### config.mk
export PLATFORM = sky130hd
export DESIGN_NAME = fetch_decode_stage
export DESIGN_NICKNAME = d
export VERILOG_FILES = /design/src/rtl/fetch_decode_stage.sv
export SDC_FILE = /design/constraint.sdc
export NUM_CORES = 1
export LEC_CHECK = 0
export CAP_MARGIN = 20
export CELL_PAD_IN_SITES_DETAIL_PLACEMENT = 0
export CELL_PAD_IN_SITES_GLOBAL_PLACEMENT = 2
export CORE_ASPECT_RATIO = 0.9
export CORE_UTILIZATION = 31
export DETAILED_ROUTE_END_ITERATION = 16
export GPL_TIMING_DRIVEN = 0
export HOLD_SLACK_MARGIN = 0.06
export PLACE_DENSITY = 0.91
export SYNTH_ARGS = -nofsm -noshare
export SYNTH_HDL_FRONTEND = slang
export SYNTH_SLANG_ARGS = --single-unit
### constraint.sdc
create_clock -name clk_i -period 2.2 [get_ports clk_i]
set_clock_uncertainty 0.1 [all_clocks]
set_input_delay 0.33 -clock clk_i [delete_from_list [all_inputs] [get_ports clk_i]]
set_output_delay 0.33 -clock clk_i [all_outputs]
set_load 0.02 [all_outputs]
### src/rtl/fetch_decode_stage.sv
// Instruction fetch plus IF/ID pipeline register: req/ack imem handshake, branch redirect,
// downstream stall and 12-bit immediate packing. Optional macro FETCH_MISALIGN_TRAP_EN.
module fetch_decode_stage #(
    parameter logic [31:0] RESET_PC = 32'h0000_0000
) (
    input  logic        clk_i,
    input  logic        rst_ni,
    output logic        imem_req_o,
    output logic [31:0] imem_addr_o,
    input  logic        imem_ack_i,
    input  logic [31:0] imem_rdata_i,
    input  logic        branch_taken_i,
    input  logic [31:0] branch_target_i,
    input  logic        id_ready_i,
    output logic        id_valid_o,
    output logic [31:0] id_instr_o,
    output logic [31:0] id_pc_o,
    output logic [11:0] id_imm12_o,
    output logic [1:0]  id_imm_type_o,
    output logic        misalign_err_o
);

    typedef enum logic [1:0] {
        ST_FETCH   = 2'd0,
        ST_FULL    = 2'd1,
        ST_DISCARD = 2'd2,
        ST_IDLE    = 2'd3
    } state_e;

    // Returns {imm_type, imm12}; B-type carries offset[12:1].
    function automatic logic [13:0] pack_imm(input logic [31:0] instr);
        logic [13:0] r;
        case (instr[6:0])
            7'b0010011, 7'b0000011, 7'b1100111: r = {2'd1, instr[31:20]};
            7'b0100011: r = {2'd2, instr[31:25], instr[11:7]};
            7'b1100011: r = {2'd3, instr[31], instr[7], instr[30:25], instr[11:8]};
            default:    r = 14'd0;
        endcase
        return r;
    endfunction

    state_e      state_q, state_d;
    logic [31:0] pc_q, pc_d;
    logic [31:0] req_addr_q, req_addr_d;
    logic        id_valid_q, id_valid_d;
    logic [31:0] id_instr_q, id_instr_d;
    logic [31:0] id_pc_q, id_pc_d;
    logic [11:0] id_imm12_q, id_imm12_d;
    logic [1:0]  id_imm_type_q, id_imm_type_d;
    logic        err_q, err_d;
    logic        started_q;

    logic [31:0] target_s;
    logic        trap_hit_s;
    logic        ack_s;
    logic [13:0] imm_pack_s;

`ifdef FETCH_MISALIGN_TRAP_EN
    assign target_s       = branch_target_i;
    assign trap_hit_s     = branch_taken_i & (|branch_target_i[1:0]);
    assign misalign_err_o = err_q;
`else
    assign target_s       = branch_target_i & 32'hFFFF_FFFC;
    assign trap_hit_s     = 1'b0;
    assign misalign_err_o = 1'b0;
`endif

    // Acks are only meaningful once the request line has come out of reset.
    assign ack_s       = imem_ack_i & started_q;
    assign imm_pack_s  = pack_imm(imem_rdata_i);

    assign imem_req_o    = started_q & ((state_q == ST_FETCH) | (state_q == ST_DISCARD));
    assign imem_addr_o   = req_addr_q;
    assign id_valid_o    = id_valid_q;
    assign id_instr_o    = id_instr_q;
    assign id_pc_o       = id_pc_q;
    assign id_imm12_o    = id_imm12_q;
    assign id_imm_type_o = id_imm_type_q;

    // Next-state logic; a redirect always beats id_ready and any same-cycle ack.
    always_comb begin
        state_d       = state_q;
        pc_d          = pc_q;
        req_addr_d    = req_addr_q;
        id_valid_d    = id_valid_q;
        id_instr_d    = id_instr_q;
        id_pc_d       = id_pc_q;
        id_imm12_d    = id_imm12_q;
        id_imm_type_d = id_imm_type_q;
        err_d         = err_q | trap_hit_s;
        case (state_q)
            ST_FETCH: begin
                if (branch_taken_i) begin
                    if (ack_s) begin
                        req_addr_d = target_s;
                        pc_d       = target_s;
                        state_d    = err_d ? ST_IDLE : ST_FETCH;
                    end else begin
                        // Keep the in-flight address stable; its data gets dropped.
                        pc_d    = target_s;
                        state_d = ST_DISCARD;
                    end
                end else if (ack_s) begin
                    id_valid_d    = 1'b1;
                    id_instr_d    = imem_rdata_i;
                    id_pc_d       = req_addr_q;
                    id_imm_type_d = imm_pack_s[13:12];
                    id_imm12_d    = imm_pack_s[11:0];
                    pc_d          = req_addr_q + 32'd4;
                    state_d       = ST_FULL;
                end else begin
                    state_d = ST_FETCH;
                end
            end
            ST_FULL: begin
                if (branch_taken_i) begin
                    id_valid_d = 1'b0;
                    req_addr_d = target_s;
                    pc_d       = target_s;
                    state_d    = err_d ? ST_IDLE : ST_FETCH;
                end else if (id_ready_i) begin
                    id_valid_d = 1'b0;
                    req_addr_d = pc_q;
                    state_d    = ST_FETCH;
                end else begin
                    state_d = ST_FULL;
                end
            end
            ST_DISCARD: begin
                if (ack_s) begin
                    if (branch_taken_i) begin
                        req_addr_d = target_s;
                        pc_d       = target_s;
                    end else begin
                        req_addr_d = pc_q;
                    end
                    state_d = err_d ? ST_IDLE : ST_FETCH;
                end else if (branch_taken_i) begin
                    pc_d = target_s;
                end else begin
                    state_d = ST_DISCARD;
                end
            end
            ST_IDLE: begin
                id_valid_d = 1'b0;
                state_d    = ST_IDLE;
            end
            default: begin
                state_d = ST_FETCH;
            end
        endcase
    end

    // State and IF/ID registers.
    always_ff @(posedge clk_i or negedge rst_ni) begin
        if (!rst_ni) begin
            state_q       <= ST_FETCH;
            pc_q          <= RESET_PC;
            req_addr_q    <= RESET_PC;
            id_valid_q    <= 1'b0;
            id_instr_q    <= 32'd0;
            id_pc_q       <= 32'd0;
            id_imm12_q    <= 12'd0;
            id_imm_type_q <= 2'd0;
            err_q         <= 1'b0;
            started_q     <= 1'b0;
        end else begin
            state_q       <= state_d;
            pc_q          <= pc_d;
            req_addr_q    <= req_addr_d;
            id_valid_q    <= id_valid_d;
            id_instr_q    <= id_instr_d;
            id_pc_q       <= id_pc_d;
            id_imm12_q    <= id_imm12_d;
            id_imm_type_q <= id_imm_type_d;
            err_q         <= err_d;
            started_q     <= 1'b1;
        end
    end

endmodule

==> results of run 1 <==
layout by cell type (no fill, tap or decap), types with 6 or more instances in the layout:
cell type,netlist,routed
mux2_2,61,61
a22oi_1,29,29
dfrtp_1,146,145
nor2_1,27,25
clkdlybuf4s50_1,0,175
xnor2_1,12,12
nand4_1,9,9
mux2i_1,36,36
inv_1,7,6
xor2_1,16,16
clkbuf_16,0,17
buf_2,17,8
clkbuf_2,0,8
o21ai_1,10,10
o22ai_1,10,9
buf_4,1,14
a21oi_1,16,16
nand2_1,73,73
nand3_1,14,13
o21ai_0,62,59
routing by layer:
metal  share of wire  track usage  vias to the layer above
met4           0.012       0.0547                        0
met2            0.45        0.268                      155
li1                -            -                     2618
met5               0            0                        -
met3           0.065       0.0495                       19
met1            0.47        0.252                     2679
timing repair:
item | 4_1_cts | 5_1_grt
hold buffers | 1 | 0
pin swaps | 1 | 1
gates resized for setup | 42 | 26
buffers inserted | 1 | 2
setup endpoints to repair | 136 | 131
endpoints found under the hold margin | 52 | 0
sequential cells by signal, summed over array words and instances, names as in the netlist:
signal         flops
state_q            2
imem_addr_o       32
id_instr_o        32
id_valid_o         1
started_q          1
pc_q              32
id_pc_o           32
id_imm12_o        12
id_imm_type_o      2
synth_stat cells:
master / count / area share
nand4_1: 9 / 0.0083
nor3_2: 1 / 0.0015
nor3_1: 5 / 0.0037
buf_4: 1 / 0.0011
nand4b_1: 1 / 0.0013
xor2_1: 16 / 0.021
nor2b_1: 4 / 0.0037
o21ai_1: 10 / 0.0073
buf_2: 17 / 0.012
buf_1: 2 / 0.0011
a211o_1: 1 / 0.0013
a221oi_1: 2 / 0.0026
nor3b_1: 1 / 0.0011
mux2_2: 61 / 0.10
ha_1: 6 / 0.011
nor4_4: 2 / 0.0062
nand2b_1: 5 / 0.0046
nor2_1: 27 / 0.015
inv_1: 7 / 0.0039
conb_1: 2 / 0.0011
and3_1: 4 / 0.0037
o22ai_1: 10 / 0.0092
nand3b_1: 2 / 0.0022
nand3_1: 14 / 0.010
dfrtp_1: 146 / 0.54
or3_1: 5 / 0.0046
mux2i_1: 36 / 0.053
o31ai_1: 1 / 0.0011
o21ai_0: 62 / 0.046
o21a_1: 2 / 0.0022
o41ai_1: 1 / 0.0013
xnor2_1: 12 / 0.015
a21o_1: 1 / 0.0011
clkbuf_1: 17 / 0.0094
nand4_4: 1 / 0.0031
o311ai_0: 1 / 0.0013
a21oi_1: 16 / 0.012
o211ai_1: 1 / 0.0011
o22a_1: 1 / 0.0013
a22oi_1: 29 / 0.032
nand2_1: 73 / 0.040
or2_1: 1 / 0.00092
a211oi_1: 3 / 0.0033
or2_2: 2 / 0.0018
final cells by class:
type                            instances  area share
Sequential cell                       146       0.375
Multi-Input combinational cell        431       0.314
Timing Repair Buffer                  182       0.188
Clock buffer                           19      0.0455
Tap cell                              291      0.0374
Buffer                                 37      0.0243
Clock inverter                         13      0.0129
Inverter                                7     0.00270
worst max-delay path, cell delays in order, from the launching register on:
cell and delay [ns]:
dfrtp_1 0.39, inv_1 0.09, ha_1 0.18, buf_4 0.16
o21a_1 0.17, clkdlybuf4s15_2 0.26
power by group:
part	leakage [nW]	switching, mW	internal, mW
combinational	1.94	3.48	3.17
clock	0.275	1.25	1.61
sequential	1.81	0.974	3.85
logic make-up after synthesis:
family                     after synthesis  synth area share
and+or+nand+nor                        157             0.112
DFF                                    146             0.536
AOI/OAI and AO/OA                      141             0.122
muxes                                   97             0.154
buffers and inverters                   44            0.0279
xor gates and xnor gates                28            0.0360
adders and majority gates                6            0.0110
other                                    2           0.00110
worst max-delay path by stage:
stage                               from         endpoint  slack, ns  cells after the start
after CTS                     state_q[0]          pc_q[9]     -0.007                      8
after detailed placement  branch_taken_i  imem_addr_o[30]      -0.64                      7
after global placement            rst_ni      id_pc_o[25]      -5.66                      1
after floorplan               state_q[0]    id_instr_o[0]       0.24                      8
final                         state_q[1]       imem_req_o        0.1                      5
after global routing          state_q[1]         pc_q[28]      0.003                      8
per-stage QoR:
step	TNS (ns)	instance area (um^2)	setup slack, ns
global route	0	9740	0.00264
finish	0	9740	0.0976
floorplan	0	6820	0.243
CTS	-0.00717	9680	-0.00717
detailed placement	-44.60	8980	-0.642
global placement	-869.75	8950	-5.66
==> impl_metrics.ini, run 1 <==
[floorplan]
core-area_um2 = 21600
initial_utilization = 0.316
die_x_um = 158
die-height_um = 143
num_rows = 51
dieArea_um2 = 22600
num_io_pins = 182

[drt]
wl_mm = 19.5
ant_nets = 0
drc = 0
vias = 5471
drt-vias-per-instance = 4.86
wl_per_cell_um = 17.3
drt-pass1-iter-count = 5
drt_iter0_markers = 295

[logic_synthesis]
syn_inst = 621
yosysWarnings = 0
synth_area_um2 = 6820
postSynthRegisterBits = 146
yosysUniqueCellTypes = 44
synth_fp_nets = 696
yosysSeqAreaShare = 0.536
synth_area_per_cell_um2 = 11.0

[timing]
hold_slack_ns = 0.257
drv_slew = 0
hold_viol = 0
min_period_over_period = 0.956
relSlewSlack = 0.576
fin_crit_ns = 2.10
grt_setup_unrepaired = false
tightest_slew_ns = 0.636
setup_viol = 0
fmax_mhz = 476

[cells_and_area]
nets = 897
drive_above_1_share = 0.178
syn_to_final_growth_pct = 42.9
fin_util = 0.451
diodes = 0
multi_input_area_um2 = 3050
fillers = 2104
regArea_um2 = 3650
final_cells = 1126

[power_and_ir_drop]
peakVddDrop_uv = 598
p_leak_nw = 4.03
p_total_mw = 14.3
power_per_cell_area_nw_per_um2 = 1470

[clocking]
clk_latency_ns = 0.43
clkSinkCount = 146
cts.clk_slew.worst_paths_ns = 0.06
cts-root-buf = clkbuf_16
cts_max_level = 4
ctsLongestPathBuffers = 2
numCtsBuffers = 17
cts_tree = built

[global_route]
track_usage = 0.180
grt_pass1_wl_mm = 30.5
grt_antenna_before_repair = 0
grt_pass1_vias = 5389
grt_max_degree = 95
grt-ovfl-total = 0

[critical_path]
cp_data_required_time_ns = 1.77
r2r-start = state_q[0]
reg2reg_to = pc_q[28]
cp_max_fo = 8
crit_path_end_kind = output pin
cp-start-kind = register
r2r_cells = 8
critical_path_class = register to output pin
critical_path_arrival_ns = 1.67
ff2ff_setup_slack_ns = 0.12

[placement]
place_congestion = 0.763
numPlacedInstances = 1090
port_buffers = 177
place_hpwl_mm = 13.8

[worst_hold_path]
hold_path_startpoint = imem_rdata_i[6]
hold_end = id_imm_type_o[0]
min_delay_path_depth = 3
hold_class = input pin to register

[flow_run]
max_cap_violations = 0

[status]
status = complete, no violations
Power figures use the tool's default switching activity.
==> inputs of run 2 (changes only) <==
--- a/config.mk
+++ b/config.mk
@@ -9,6 +9,7 @@
 export CELL_PAD_IN_SITES_DETAIL_PLACEMENT = 0
 export CELL_PAD_IN_SITES_GLOBAL_PLACEMENT = 2
 export CORE_ASPECT_RATIO = 0.9
+export CORE_MARGIN = 1
 export CORE_UTILIZATION = 31
 export DETAILED_ROUTE_END_ITERATION = 16
 export GPL_TIMING_DRIVEN = 0
==> results of run 2 <==
Final layout, timing and power as in run 1 (identical DEF).
